<file path="config.mk">
export PLATFORM = sky130hd
export DESIGN_NAME = threshold_stage_flat
export DESIGN_NICKNAME = d
export VERILOG_FILES = /design/src/rtl/threshold_pkg.sv /design/src/rtl/threshold_stage_if.sv /design/src/rtl/threshold_pixel.sv /design/src/rtl/threshold_stage.sv /design/src/flat_wrapper.sv
export SDC_FILE = /design/constraint.sdc
export NUM_CORES = 1
export LEC_CHECK = 0
export ABC_CLOCK_PERIOD_IN_PS = 3630
export BUFFER_PORTS_ARGS = -buffer_cell sky130_fd_sc_hd__clkbuf_2
export CAP_MARGIN = 20
export CORE_MARGIN = 4
export CORE_UTILIZATION = 59
export CTS_CLUSTER_SIZE = 16
export DETAILED_ROUTE_END_ITERATION = 10
export GPL_ROUTABILITY_DRIVEN = 1
export PLACE_DENSITY = 0.87
export SKIP_LAST_GASP = 1
export SYNTH_ARGS = -nofsm -noshare
export SYNTH_HDL_FRONTEND = slang
export SYNTH_SLANG_ARGS = --single-unit
</file>
<file path="constraint.sdc">
create_clock -name clk -period 3.63 [get_ports clk]
set_input_delay 0.1815 -clock clk [delete_from_list [all_inputs] [get_ports clk]]
set_output_delay 0.1815 -clock clk [all_outputs]
set_load 0.005 [all_outputs]
</file>
<file path="src/rtl/threshold_pkg.sv">
// Shared constants and helpers for the threshold stage.
// Ports: none (package). Provides the mode encodings, the sum width, the
// saturated pixel value and the 3*T limit helper.
package threshold_pkg;

  localparam logic       MODE_BINARY = 1'b0;
  localparam logic       MODE_TOZERO = 1'b1;
  localparam int         SUM_W       = 10;
  localparam logic [7:0] PIX_MAX     = 8'd255;

  // 3*T done as T + 2*T so it stays a plain adder.
  function automatic logic [SUM_W-1:0] triple(input logic [7:0] t);
    return {2'b00, t} + {1'b0, t, 1'b0};
  endfunction

endpackage

</file>
<file path="src/rtl/threshold_stage_if.sv">
// Two-pixel-per-cycle RGB pair bus qualified by a horizontal pulse.
// Ports: horizontal_Pulse (pair valid), data_{R,G,B}_{Even,Odd} (8-bit components).
// master drives the pair, slave receives it; there is no backpressure signal.
interface threshold_stage_if;
  logic       horizontal_Pulse;
  logic [7:0] data_R_Even;
  logic [7:0] data_G_Even;
  logic [7:0] data_B_Even;
  logic [7:0] data_R_Odd;
  logic [7:0] data_G_Odd;
  logic [7:0] data_B_Odd;

  modport master (
    output horizontal_Pulse,
    output data_R_Even, data_G_Even, data_B_Even,
    output data_R_Odd,  data_G_Odd,  data_B_Odd
  );

  modport slave (
    input horizontal_Pulse,
    input data_R_Even, data_G_Even, data_B_Even,
    input data_R_Odd,  data_G_Odd,  data_B_Odd
  );
endinterface

</file>
<file path="src/rtl/threshold_pixel.sv">
// One pixel's threshold datapath: S1 registers sum/limit/RGB/mode, S2 registers the result.
// Ports: clk, reset (async active-low), in_valid + RGB + frame T/mode in, s1_valid
// from the shared valid pipeline, thresholded RGB out (holds when no pair is emitted).
module threshold_pixel
  import threshold_pkg::*;
(
  input  logic       clk,
  input  logic       reset,
  input  logic       in_valid,
  input  logic [7:0] r_in,
  input  logic [7:0] g_in,
  input  logic [7:0] b_in,
  input  logic [7:0] t_value,
  input  logic       mode,
  input  logic       s1_valid,
  output logic [7:0] r_out,
  output logic [7:0] g_out,
  output logic [7:0] b_out
);

  logic [SUM_W-1:0] sum_q;
  logic [SUM_W-1:0] lim_q;
  logic [7:0]       r_q, g_q, b_q;
  logic             mode_q;
  logic             over;

  // Strict compare: a sum exactly at the limit stays dark.
  assign over = (sum_q > lim_q);

  always_ff @(posedge clk or negedge reset) begin
    if (!reset) begin
      sum_q  <= '0;
      lim_q  <= '0;
      r_q    <= '0;
      g_q    <= '0;
      b_q    <= '0;
      mode_q <= MODE_BINARY;
    end else if (in_valid) begin
      sum_q  <= SUM_W'(r_in) + SUM_W'(g_in) + SUM_W'(b_in);
      lim_q  <= triple(t_value);
      r_q    <= r_in;
      g_q    <= g_in;
      b_q    <= b_in;
      mode_q <= mode;
    end
  end

  always_ff @(posedge clk or negedge reset) begin
    if (!reset) begin
      r_out <= '0;
      g_out <= '0;
      b_out <= '0;
    end else if (s1_valid) begin
      if (!over) begin
        r_out <= '0;
        g_out <= '0;
        b_out <= '0;
      end else if (mode_q == MODE_TOZERO) begin
        r_out <= r_q;
        g_out <= g_q;
        b_out <= b_q;
      end else begin
        r_out <= PIX_MAX;
        g_out <= PIX_MAX;
        b_out <= PIX_MAX;
      end
    end
  end

endmodule

</file>
<file path="src/rtl/threshold_stage.sv">
// Per-pixel RGB threshold on even/odd pairs, 2-cycle latency, plus end-of-frame pulse.
// Ports: clk, reset (async active-low), in_bus (slave pair bus), threshold_Value/Mode
// (captured at frame start), out_bus (master pair bus), frame_Done. No backpressure.
module threshold_stage
  import threshold_pkg::*;
#(
  parameter int IMAGE_WIDTH  = 768,
  parameter int IMAGE_HEIGHT = 512
) (
  input  logic                     clk,
  input  logic                     reset,
  threshold_stage_if.slave         in_bus,
  input  logic [7:0]               threshold_Value,
  input  logic                     threshold_Mode,
  threshold_stage_if.master        out_bus,
  output logic                     frame_Done
);

  localparam int PAIRS = IMAGE_WIDTH / 2;
  localparam int COL_W = (PAIRS > 1) ? $clog2(PAIRS) : 1;
  localparam int ROW_W = (IMAGE_HEIGHT > 1) ? $clog2(IMAGE_HEIGHT) : 1;

  logic [COL_W-1:0] col_q;
  logic [ROW_W-1:0] row_q;
  logic [7:0]       t_frame_q;
  logic             mode_frame_q;
  logic             s1_valid_q;
  logic             s1_last_q;

  logic             in_vld;
  logic             col_end;
  logic             row_end;
  logic             frame_start;
  logic [7:0]       t_use;
  logic             mode_use;

  assign in_vld      = in_bus.horizontal_Pulse;
  assign col_end     = (col_q == COL_W'(PAIRS - 1));
  assign row_end     = (row_q == ROW_W'(IMAGE_HEIGHT - 1));
  assign frame_start = in_vld && (col_q == '0) && (row_q == '0);

  // The first pair of a frame sees the freshly sampled parameters, not last frame's.
  assign t_use    = frame_start ? threshold_Value : t_frame_q;
  assign mode_use = frame_start ? threshold_Mode  : mode_frame_q;

  always_ff @(posedge clk or negedge reset) begin
    if (!reset) begin
      col_q        <= '0;
      row_q        <= '0;
      t_frame_q    <= '0;
      mode_frame_q <= MODE_BINARY;
    end else if (in_vld) begin
      if (frame_start) begin
        t_frame_q    <= threshold_Value;
        mode_frame_q <= threshold_Mode;
      end
      if (col_end) begin
        col_q <= '0;
        row_q <= row_end ? '0 : row_q + 1'b1;
      end else begin
        col_q <= col_q + 1'b1;
      end
    end
  end

  always_ff @(posedge clk or negedge reset) begin
    if (!reset) begin
      s1_valid_q               <= 1'b0;
      s1_last_q                <= 1'b0;
      out_bus.horizontal_Pulse <= 1'b0;
      frame_Done               <= 1'b0;
    end else begin
      s1_valid_q               <= in_vld;
      s1_last_q                <= in_vld && col_end && row_end;
      out_bus.horizontal_Pulse <= s1_valid_q;
      frame_Done               <= s1_valid_q && s1_last_q;
    end
  end

  threshold_pixel u_even (
    .clk      (clk),
    .reset    (reset),
    .in_valid (in_vld),
    .r_in     (in_bus.data_R_Even),
    .g_in     (in_bus.data_G_Even),
    .b_in     (in_bus.data_B_Even),
    .t_value  (t_use),
    .mode     (mode_use),
    .s1_valid (s1_valid_q),
    .r_out    (out_bus.data_R_Even),
    .g_out    (out_bus.data_G_Even),
    .b_out    (out_bus.data_B_Even)
  );

  threshold_pixel u_odd (
    .clk      (clk),
    .reset    (reset),
    .in_valid (in_vld),
    .r_in     (in_bus.data_R_Odd),
    .g_in     (in_bus.data_G_Odd),
    .b_in     (in_bus.data_B_Odd),
    .t_value  (t_use),
    .mode     (mode_use),
    .s1_valid (s1_valid_q),
    .r_out    (out_bus.data_R_Odd),
    .g_out    (out_bus.data_G_Odd),
    .b_out    (out_bus.data_B_Odd)
  );

endmodule

</file>
<file path="src/flat_wrapper.sv">
// flat-port wrapper written by rule: the top's interface ports become plain ports
module threshold_stage_flat import threshold_pkg::*;
#(
  parameter int IMAGE_WIDTH  = 768,
  parameter int IMAGE_HEIGHT = 512
)
  (clk, reset, threshold_Value, threshold_Mode, frame_Done, in_bus_horizontal_Pulse, in_bus_data_R_Even, in_bus_data_G_Even, in_bus_data_B_Even, in_bus_data_R_Odd, in_bus_data_G_Odd, in_bus_data_B_Odd, out_bus_horizontal_Pulse, out_bus_data_R_Even, out_bus_data_G_Even, out_bus_data_B_Even, out_bus_data_R_Odd, out_bus_data_G_Odd, out_bus_data_B_Odd);
  threshold_stage_if in_bus_i ();
  threshold_stage_if out_bus_i ();
  input  logic clk;
  input  logic reset;
  input  logic [7:0] threshold_Value;
  input  logic threshold_Mode;
  output logic frame_Done;
  input wire logic [$bits(in_bus_i.horizontal_Pulse)-1:0] in_bus_horizontal_Pulse;
  input wire logic [$bits(in_bus_i.data_R_Even)-1:0] in_bus_data_R_Even;
  input wire logic [$bits(in_bus_i.data_G_Even)-1:0] in_bus_data_G_Even;
  input wire logic [$bits(in_bus_i.data_B_Even)-1:0] in_bus_data_B_Even;
  input wire logic [$bits(in_bus_i.data_R_Odd)-1:0] in_bus_data_R_Odd;
  input wire logic [$bits(in_bus_i.data_G_Odd)-1:0] in_bus_data_G_Odd;
  input wire logic [$bits(in_bus_i.data_B_Odd)-1:0] in_bus_data_B_Odd;
  output wire logic [$bits(out_bus_i.horizontal_Pulse)-1:0] out_bus_horizontal_Pulse;
  output wire logic [$bits(out_bus_i.data_R_Even)-1:0] out_bus_data_R_Even;
  output wire logic [$bits(out_bus_i.data_G_Even)-1:0] out_bus_data_G_Even;
  output wire logic [$bits(out_bus_i.data_B_Even)-1:0] out_bus_data_B_Even;
  output wire logic [$bits(out_bus_i.data_R_Odd)-1:0] out_bus_data_R_Odd;
  output wire logic [$bits(out_bus_i.data_G_Odd)-1:0] out_bus_data_G_Odd;
  output wire logic [$bits(out_bus_i.data_B_Odd)-1:0] out_bus_data_B_Odd;
  assign in_bus_i.horizontal_Pulse = in_bus_horizontal_Pulse;
  assign in_bus_i.data_R_Even = in_bus_data_R_Even;
  assign in_bus_i.data_G_Even = in_bus_data_G_Even;
  assign in_bus_i.data_B_Even = in_bus_data_B_Even;
  assign in_bus_i.data_R_Odd = in_bus_data_R_Odd;
  assign in_bus_i.data_G_Odd = in_bus_data_G_Odd;
  assign in_bus_i.data_B_Odd = in_bus_data_B_Odd;
  assign out_bus_horizontal_Pulse = out_bus_i.horizontal_Pulse;
  assign out_bus_data_R_Even = out_bus_i.data_R_Even;
  assign out_bus_data_G_Even = out_bus_i.data_G_Even;
  assign out_bus_data_B_Even = out_bus_i.data_B_Even;
  assign out_bus_data_R_Odd = out_bus_i.data_R_Odd;
  assign out_bus_data_G_Odd = out_bus_i.data_G_Odd;
  assign out_bus_data_B_Odd = out_bus_i.data_B_Odd;
  threshold_stage #(.IMAGE_WIDTH(IMAGE_WIDTH), .IMAGE_HEIGHT(IMAGE_HEIGHT)) u_core (.clk(clk), .reset(reset), .in_bus(in_bus_i), .threshold_Value(threshold_Value), .threshold_Mode(threshold_Mode), .out_bus(out_bus_i), .frame_Done(frame_Done));
endmodule
</file>
Word-level counts from Yosys, hierarchy flattened:

Cells that the tools add are included.
Widths: inputs -> output; s select.

* add/sub/neg operators: 7
* $mul: 0
* div/mod/pow operators: 0
* order comparisons: 2
* equal/unequal tests: 2
* shift operators: 0
* mux-type cells: 15
* bitwise logic cells: 0
* reduce and logical (&&, ||, !) cells: 9

Operators by type and width (number)
* $mux 8: 13
* $add 9x8->10: 2
* $gt 10x10->1: 2
* $add 8x8->9: 2
* $add 9x1->9 const B: 2
* $eq 9x9->1 const B: 2
* $logic_not 9->1: 2
* $mux 9: 2
* $add 8x9->10: 1
* $logic_and 1x1->1: 5
* $reduce_and 2->1: 2

* register bits after elaboration: 157
* latch bits: 0
* bits in writable memories: 0
* memory bits (read-only): 0
* output and inout bits: 50
* memories kept: 0

Logic depth before layout (Yosys ltp):

Gate-level depths: netlist of the first run.

* depth in word-level cells: 5
* mapped depth: 15
* depth with buffers taken out: 15

Hierarchy:

A second synthesis of the first run with hierarchy kept.

* cells, all modules: 896
* area total of the unflattened synthesis: 9464.1 µm²

Modules (own cells, without submodules)
* threshold_pixel: times used 2, cells an instance 378, area each 3953.8 µm²
* threshold_stage: times used 1, cells an instance 140, area each 1556.5 µm²

Worst setup path before layout of the first run:

OpenSTA, ideal clock, no wires.

* kind: flip-flop to flip-flop
* from: register u_core.row_q[6]
* to: register u_core.u_even.lim_q[6]
* setup time: 0.126 ns
* arrival: 2.879 ns
* required time: 3.504 ns
* setup slack: 0.625 ns
* cell stages (with the launch flop): 14
* path buffers: 0
* period minus slack after synthesis: 3.005 ns
* cells stage by stage: dfrtp_1 nor4_4 nand3b_4 nor2_8 mux2i_1 clkinv_1 ha_1 nand2_1 o21ai_0 o211a_1 a311oi_1 o21ai_0 xnor2_1 a21oi_1

* word-level cells in the longest chain between the ends: 4

RTL lines
* from (decl): line threshold_stage.sv:24 `logic [ROW_W-1:0] row_q;`
* from (signal assigned): line threshold_stage.sv:59 `row_q <= row_end ? '0 : row_q + 1'b1;`
* $logic_not 9->1: line threshold_stage.sv:40 `assign frame_start = in_vld && (col_q == '0) && (row_q == '0);`
* $logic_and 1x1->1: line threshold_stage.sv:40
* $mux 8: line threshold_stage.sv:43 `assign t_use = frame_start ? threshold_Value : t_frame_q;`
* $add 8x9->10: line threshold_pkg.sv:13 `return {2'b00, t} + {1'b0, t, 1'b0};`
* to (signal assigned): line threshold_pixel.sv:40 `lim_q <= triple(t_value);`
* to (decl): line threshold_pixel.sv:22 `logic [SUM_W-1:0] lim_q;`

Every way passes these cells.
A chain may end at the register's enable or synchronous reset.

Final worst setup path of the first run:

* from: register u_core.col_q[0]
* to: register u_core.u_even.lim_q[6]

* word-level cells in the longest chain between the ends: 5

RTL lines
* from (decl): line threshold_stage.sv:23 `logic [COL_W-1:0] col_q;`
* from (signal assigned): line threshold_stage.sv:61 `col_q <= col_q + 1'b1;`
* $logic_not 9->1: line threshold_stage.sv:40
* $logic_and 1x1->1 (2 in a row): line threshold_stage.sv:40
* $mux 8: line threshold_stage.sv:43
* $add 8x9->10: line threshold_pkg.sv:13

Every way passes these cells.

==> results of run 1 <==
[how the worst max path moves through the flow]
stage,startpoint,endpoint,cells after the start
finish,u_core.col_q[0],u_core.u_even.lim_q[6],15
global route,u_core.col_q[0],u_core.u_even.lim_q[6],15
CTS,u_core.col_q[0],u_core.u_even.lim_q[6],15
detailed placement,u_core.col_q[0],u_core.u_even.lim_q[6],15
global placement,u_core.col_q[0],u_core.u_even.lim_q[6],15
floorplan,u_core.row_q[6],u_core.u_even.lim_q[6],13
[routing by layer]
layer / track usage, % / part of all wire, %
met5: 0 / 0
met4: 9.108 / 2.1
met3: 6.099 / 7.3
met2: 42.85 / 50
met1: 34.92 / 41
[final cells by class]
class / instances / share of cell area, %
clock buffer: 19 / 4.465
clock inverter: 13 / 1.394
inverter: 38 / 1.419
multi-input combinational: 587 / 45.17
sequential: 156 / 38.49
tap: 184 / 2.270
timing repair buffer: 125 / 6.797
[stage by stage]
stage,total power [mW],utilization [%],instances,instance area [um^2],worst slack (ns)
final,7.372,69.53,1122,10140,0.3255
after floorplan,4.578,-,829,8798,0.6249
after CTS,7.345,69.41,1121,10130,0.002486
after detailed placement,5.500,65.27,1088,9522,0.02876
after global placement,5.374,65.27,1088,9522,0.2280
after global routing,7.857,69.53,1122,10140,0.07942
[registers in the layout (all words and copies together), names as in the netlist, 9 cells and up]
signal and count:
u_core.u_even.sum_q 10, u_core.u_odd.sum_q 10, u_core.col_q 9, u_core.row_q 9
u_core.u_even.lim_q 9
[logic make-up after synthesis]
family          count (synthesis)
buf+inv                        86
simple gates                  232
compound gates                195
xor+xnor                       24
flops                         156
mux                            75
fa+ha+maj                      61
[cells in the final DEF (no fill, tap or decap), drive strengths merged, types with 3 or more instances in the layout]
cell type,n
a211oi,5
a21o,9
a21oi,68
a31oi,4
a32oi,24
and3,7
buf,17
clkbuf,126
clkinv,9
clkinvlp,3
dfrtp,156
fa,18
ha,43
inv,37
mux2,63
mux2i,12
nand2,23
nand2b,52
nand3,11
nand3b,5
nand4,34
nor2,29
nor2b,29
nor3,25
nor4,5
nor4b,3
o211ai,3
o21a,5
o21ai,54
o21bai,5
o31a,3
xnor2,17
xor2,7
[repair_timing]
action,CTS,global route
buffers inserted,0,1
resized for setup,0,2
hold buffers,1,0
setup endpoints to repair,0,3
hold endpoints to repair,53,0
[report_power, final]
part | switching [mW] | internal (mW) | total (mW)
Clock | 0.744 | 1.05 | 1.80
Combinational | 1.75 | 1.27 | 3.02
Sequential | 0.349 | 2.21 | 2.55
==> parameters.txt, run 1 <==
Parameter                              Value

Synthesis
  Async set-or-reset flop fraction in the synthesized netlist    100.0%
  Fraction of the mapped netlist area in compound gates    13.91%
  Top flip-flop cell by instance count after synthesis    dfrtp_1
  Net count after synthesis    950
  Number of enable flip-flop cells after synthesis    0
  Cell Area, Synth    8798 um^2
  Post-synthesis cell type with the largest combined area    dfrtp_1
  Adder and majority cell fraction of the synthesized area    10.21%
  Post-synthesis sequential element count    156
  Number of warning messages in the yosys log    0
  Share of Yosys cell area claimed by the top area cell type    44.37%
  Count of different cell masters after synthesis    between 60 and 70
  Mux contribution to synthesized area    a little under a tenth
  Most repeated cell in the gate-level netlist after synthesis    dfrtp_1
  Cell types with the largest area share after synthesis    dfrtp_1 (44%), mux2_2 (8.1%), ha_1 (6.1%), fa_1 (4.1%), a21oi_1 (3.8%)
  Post-synthesis xor/xnor area fraction    2.389%
  Synthesized area divided by synthesized cell count    10.61 um^2
  Sequential share of the synthesized area    44.37%
  Synth Area in Simple Gates    15.94%
  Leading cell types by count after synthesis    dfrtp_1 (156), a21oi_1 (67), mux2_2 (63)
  Cells after Synth    829
  Dominant combinational cell family by area after synthesis    simple AND/OR/NAND/NOR gates

Final layout
  NumNets Final    1046
  Area growth, synth to finish    15.29%
  Filler cells    1013
  Layout cells sized above 1    25.59%
  Area of all sequential standard cells    just under 4000 um^2
  Number of antenna cells inserted    0
  Multi-input gate area    4582 um^2

Die
  Area of the placeable core    between 10000 and 15000 um^2
  Top-Level Pins    110
  Floorplan die area    16930 um^2
  Die height    about 130 um
  Number of cell rows    44
  Die outline width    130.1 um
  Starting utilization of the core area    60.31%

Worst hold path
  Hold depth    2
  Path type of the worst min-delay path    primary input to register
  Origin of the worst min-delay path    threshold_Mode
  Hold Crit Endpoint    u_core.u_even.mode_q

Critical path
  Library cell contributing the largest single delay on the critical path    dfrtp_1
  Cell-by-cell listing of the critical path    inv_1 -> ha_1 -> and3b_1 -> nand3_2 -> nor2_8 -> mux2i_2 -> clkinv_1 -> ha_1 -> nand2_1 -> o21ai_0 -> o211a_1 -> a311oi_2 -> o21ai_0 -> xnor2_1 -> a21oi_1
  FF-to-FF End    u_core.u_even.lim_q[6]
  Endpoint kind of the worst setup timing path    register
  Required time of the worst setup path    3.90 ns
  Max stage delay on crit path    0.41 ns
  Critical path's top delay family    compound AO/OA/AOI/OAI gates
  Peak fanout along the critical path    6
  CP Launch Type    register
  Worst Reg-to-Reg Cells    15
  Buffers & Inverters on Critical Path    2
  Worst EP arrival    3.57 ns
  Startpoint of the worst register-to-register path    u_core.col_q[0]
  Setup slack of the most critical reg-to-reg path    0.33 ns
  Type of the worst setup path    register to register

Drt
  Number of design rule violations left after detail routing    0
  Average vias per placed instance    6.320
  Sum of routed wire length over all layers    between 20 and 25 mm
  Routed len/inst    19.38 um
  Number of nets with antenna violations after detailed routing    0
  First-pass DRT Iterations    5
  Number of vias after detailed routing    7091
  Violation count after the first detailed-routing iteration    640

Global routing
  Initial antenna violation count    0
  All-Layer GR Usage    about a quarter
  Largest net degree at the start of global routing    64
  Number of global-route vias before repair    6989
  First-pass GRT wire length    35.18 mm
  Grt ovf    0

Placement
  Weighted congestion at the end of routability-driven global placement    0.9038
  Half-perimeter wire length after detailed placement    14.37 mm
  Count of buffers from port buffering    around 110

STA
  Finish-stage setup viols    0
  Slew Viols, Final    0
  RSZ-0062 raised after global routing    false
  Setup clock skew after layout    about 0.014 ns
  Final worst hold slack    between 0.02 and 0.025 ns
  Final count of hold timing violations    0
  TNS Setup    0 ns
  Crit path time final    3.304 ns
  Slew HR    31.44%
  Achievable Freq    0.3026 GHz
  Period Utilization, post-route    91.03%
  Slew at the pin closest to its max-slew limit    1.028 ns

CTS
  TritonCTS clock tree    built
  Clk slew on worst S/H paths    around 0.060 ns
  Clock root buffer    clkbuf_16
  CTS Sinks    156
  H-tree level count    4
  Clock insertion delay at the later pin of the skew report    0.43 ns
  Clock buffers created by TritonCTS    17
  Clock tree buffer depth    2

Power
  Maximum VDD drop    between 0.0004 and 0.0005 V
  Cell leakage power    4.609 nW
  PD cells    726.7 nW/um^2

Flow run
  Number of max-cap violations    0

Status
  Result of the run    finished clean
Note: power is estimated with default switching activity, not from simulation.
==> run 2: changes to the inputs <==
--- a/config.mk
+++ b/config.mk
@@ -8,12 +8,11 @@
 export ABC_CLOCK_PERIOD_IN_PS = 3630
 export BUFFER_PORTS_ARGS = -buffer_cell sky130_fd_sc_hd__clkbuf_2
 export CAP_MARGIN = 20
-export CORE_MARGIN = 4
 export CORE_UTILIZATION = 59
 export CTS_CLUSTER_SIZE = 16
 export DETAILED_ROUTE_END_ITERATION = 10
 export GPL_ROUTABILITY_DRIVEN = 1
-export PLACE_DENSITY = 0.87
+export PLACE_DENSITY = 0.82
 export SKIP_LAST_GASP = 1
 export SYNTH_ARGS = -nofsm -noshare
 export SYNTH_HDL_FRONTEND = slang
==> run 2 against run 1 <==
  * Worst setup slack improved by 0.0037 ns
  * Non-clock buffer count decreased by 1
  * Clock-buffer cell count rose by 2
  * Sequential share of layout area increased by 0.081 points
  * Cell count about the same
  * First-iteration DRC count decreased by 3.0%
  * Clock skew down 0.0034 ns
  * Wire length down 4.2%
  * Sequential cell count stayed put
  * Sequential power hardly changed
  * Critical path depth is 2 lower
  * Clock power down 2%
  * Largest cell class unchanged
  * Largest power group unchanged
==> parameters.txt, run 2 (synthesized netlist as in run 1, its figures left out) <==
Parameter                              Value

Status
  Result of the run    finished clean (unchanged)

Drt
  Number of nets with antenna violations after detailed routing    0 (unchanged)
  Average vias per placed instance    6.200 (was 6.320)
  Routed len/inst    18.59 um (was 19.38 um)
  First-pass DRT Iterations    5 (unchanged)
  Sum of routed wire length over all layers    20.84 mm (was 21.74 mm)
  Number of design rule violations left after detail routing    0 (unchanged)
  Violation count after the first detailed-routing iteration    621 (was 640)
  Number of vias after detailed routing    6950 (was 7091)

Critical path
  Cell-by-cell listing of the critical path    nor4_4 -> nand3_2 -> nor2_8 -> mux2i_1 -> clkinv_1 -> ha_1 -> nand2_1 -> o21ai_0 -> o211a_1 -> a311oi_2 -> o21ai_0 -> xnor2_1 -> a21oi_1 (was inv_1 -> ha_1 -> and3b_1 -> nand3_2 -> nor2_8 -> mux2i_2 -> clkinv_1 -> ha_1 -> nand2_1 -> o21ai_0 -> o211a_1 -> a311oi_2 -> o21ai_0 -> xnor2_1 -> a21oi_1)
  Peak fanout along the critical path    6 (unchanged)
  Type of the worst setup path    register to register (unchanged)
  Max stage delay on crit path    0.44 ns (was 0.41 ns)
  Setup slack of the most critical reg-to-reg path    0.33 ns (about the same)
  Required time of the worst setup path    3.90 ns (about the same)
  Most common cell on crit path    o21ai_0
  Critical path's top delay family    compound AO/OA/AOI/OAI gates (unchanged)
  Endpoint kind of the worst setup timing path    register (unchanged)
  Startpoint of the worst register-to-register path    u_core.row_q[2] (was u_core.col_q[0])
  First element of the critical path    u_core.row_q[2] (was u_core.col_q[0])
  Worst EP arrival    3.57 ns (about the same)
  FF-to-FF End    u_core.u_even.lim_q[6] (unchanged)
  CP Launch Type    register (unchanged)
  Crit path to    u_core.u_even.lim_q[6] (unchanged)
  Worst Reg-to-Reg Cells    13 (was 15)
  Library cell contributing the largest single delay on the critical path    dfrtp_1 (unchanged)
  Buffers & Inverters on Critical Path    1 (was 2)
  Crit path depth    13 (was 15)

CTS
  Clk slew on worst S/H paths    0.06 ns (about the same)
  Post-CTS setup-driven buffer insertion count    0 (unchanged)
  TritonCTS clock tree    built (unchanged)
  CTS Sinks    156 (unchanged)
  Clock root buffer    clkbuf_16 (unchanged)
  Clock insertion delay at the later pin of the skew report    0.43 ns (about the same)
  H-tree level count    4 (unchanged)
  Clock tree buffer depth    2 (unchanged)
  Clock buffers created by TritonCTS    17 (unchanged)

Placement
  Placed cell areas    9507 um^2 (was 9522 um^2)
  Half-perimeter wire length after detailed placement    13.76 mm (was 14.37 mm)
  Setup WS pre-CTS    0.2239 ns (was 0.02876 ns)
  Weighted congestion at the end of routability-driven global placement    0.8903 (was 0.9038)
  Count of buffers from port buffering    109 (unchanged)

Final layout
  Layout cells sized above 1    24.97% (was 25.59%)
  Most frequent cells in the layout    dfrtp_1 (156), clkbuf_2 (107), a21oi_1 (67), mux2_2 (63), o21ai_0 (54) (unchanged)
  Multi-input gate area    4578 um^2 (was 4582 um^2)
  Area of all sequential standard cells    3904 um^2 (unchanged)
  NumNets Final    1045 (was 1046)
  Biggest registers after layout    u_core.u_even.sum_q: 10 flops, u_core.u_odd.sum_q: 10 flops (unchanged)
  Area growth, synth to finish    15.05% (was 15.29%)
  Most common library cell in the layout ignoring fill and taps    dfrtp_1 (unchanged)
  Non-Filler Cell Area, Final    10120 um^2 (was 10140 um^2)
  Filler cells    1046 (was 1013)
  Utilization after layout    69.65% (was 69.53%)
  Number of antenna cells inserted    0 (unchanged)

Global routing
  Initial antenna violation count    0 (unchanged)
  Largest net degree at the start of global routing    90 (was 64)
  Grt ovf    0 (unchanged)
  All-Layer GR Usage    28.66% (was 26.33%)
  First-pass GRT wire length    33.38 mm (was 35.18 mm)
  Number of global-route vias before repair    6671 (was 6989)

STA
  Crit path time final    3.301 ns (was 3.304 ns)
  Slew at the pin closest to its max-slew limit    1.032 ns (was 1.028 ns)
  Slew HR    31.23% (was 31.44%)
  Slew Viols, Final    0 (unchanged)
  TNS Setup    0 ns (unchanged)
  Period Utilization, post-route    90.93% (was 91.03%)
  Setup clock skew after layout    0.01012 ns (was 0.01355 ns)
  Worst Setup Slack, final    0.3293 ns (was 0.3255 ns)
  Finish-stage setup viols    0 (unchanged)
  RSZ-0062 raised after global routing    false (unchanged)
  Final count of hold timing violations    0 (unchanged)
  Achievable Freq    0.3030 GHz (was 0.3026 GHz)

Die
  Starting utilization of the core area    60.54% (was 60.31%)
  Top-Level Pins    110 (unchanged)
  Die outline width    124.1 um (was 130.1 um)
  Number of cell rows    44 (unchanged)
  Area of the placeable core    14530 um^2 (was 14590 um^2)
  Floorplan die area    15400 um^2 (was 16930 um^2)
  Die height    124.1 um (was 130.1 um)

Worst hold path
  Origin of the worst min-delay path    threshold_Mode (unchanged)
  Path type of the worst min-delay path    primary input to register (unchanged)

Power
  Maximum VDD drop    0.0006037 V (was 0.0004542 V)
  Cell leakage power    4.604 nW (was 4.609 nW)
  PD cells    721.8 nW/um^2 (was 726.7 nW/um^2)

Flow run
  Number of max-cap violations    0 (unchanged)
## run 2: cell types whose count changed in the layout (fill, tap and decap cells not counted)
cell,change
buf_4,-3
mux2i_2,-1
dlygate4sd3_1,+2
clkbuf_1,+2
mux2i_1,+1
inv_6,-1
clkinv_2,+2
clkinv_4,-1
clkinvlp_4,-2
## run 2: worst register-to-register path, stage by stage, from the launching register on
cell and delay, ns:
dfrtp_1 0.44, nor4_4 0.33, nand3_2 0.23, nor2_8 0.14, mux2i_1 0.35, clkinv_1 0.19, ha_1 0.37, nand2_1 0.07
o21ai_0 0.08, o211a_1 0.15, a311oi_2 0.34, o21ai_0 0.18, xnor2_1 0.18, a21oi_1 0.08
## run 2: worst min path at each step
stage | to | slack, ns | depth (start not counted)
finish | u_core.u_even.mode_q | 0.02 | 2
global route | u_core.u_even.r_q[5] | 0.01 | 2
CTS | u_core.u_odd.r_q[5] | 0.008 | 2
detailed placement | u_core.u_even.b_out[6] | 0.31 | 1
global placement | u_core.u_even.b_out[5] | 0.31 | 1
floorplan | u_core.col_q[0] | -0.11 | 0
## run 2: repair_timing
item                                   in CTS  in global routing
setup endpoints to repair                   0                  1
hold buffers                                3                  0
gates resized for setup                     0                  1
endpoints found under the hold margin      90                  0
## run 2: metrics by stage
step	power, mW	instances	hold WS [ns]
after floorplan	4.578	829	-0.1141
after CTS	7.296	1121	0.007887
after global routing	7.834	1121	0.01438
after detailed placement	5.491	1086	0.3060
final	7.306	1121	0.01753
after global placement	5.378	1086	0.3064
## run 2: layout make-up
class,count,area share (%)
Timing Repair Buffer,124,6.786
Clock inverter,11,1.174
Clock buffer,21,4.549
Tap cell,184,2.274
Inverter,38,1.422
Sequential cell,156,38.57
Multi-Input combinational cell,587,45.23
## run 2: layer usage
layer,vias up,routed length [um],GRT usage (%)
met1,3480,9023,38.33
li1,3198,-,-
met2,238,10210,45.65
met3,34,1203,6.410
met5,-,0,0
met4,0,409,10.64
## run 2: where the power goes
group,internal [mW],switching [mW]
Sequential,2.20,0.347
Clock,1.04,0.713
Combinational,1.26,1.74
Total,4.51,2.80
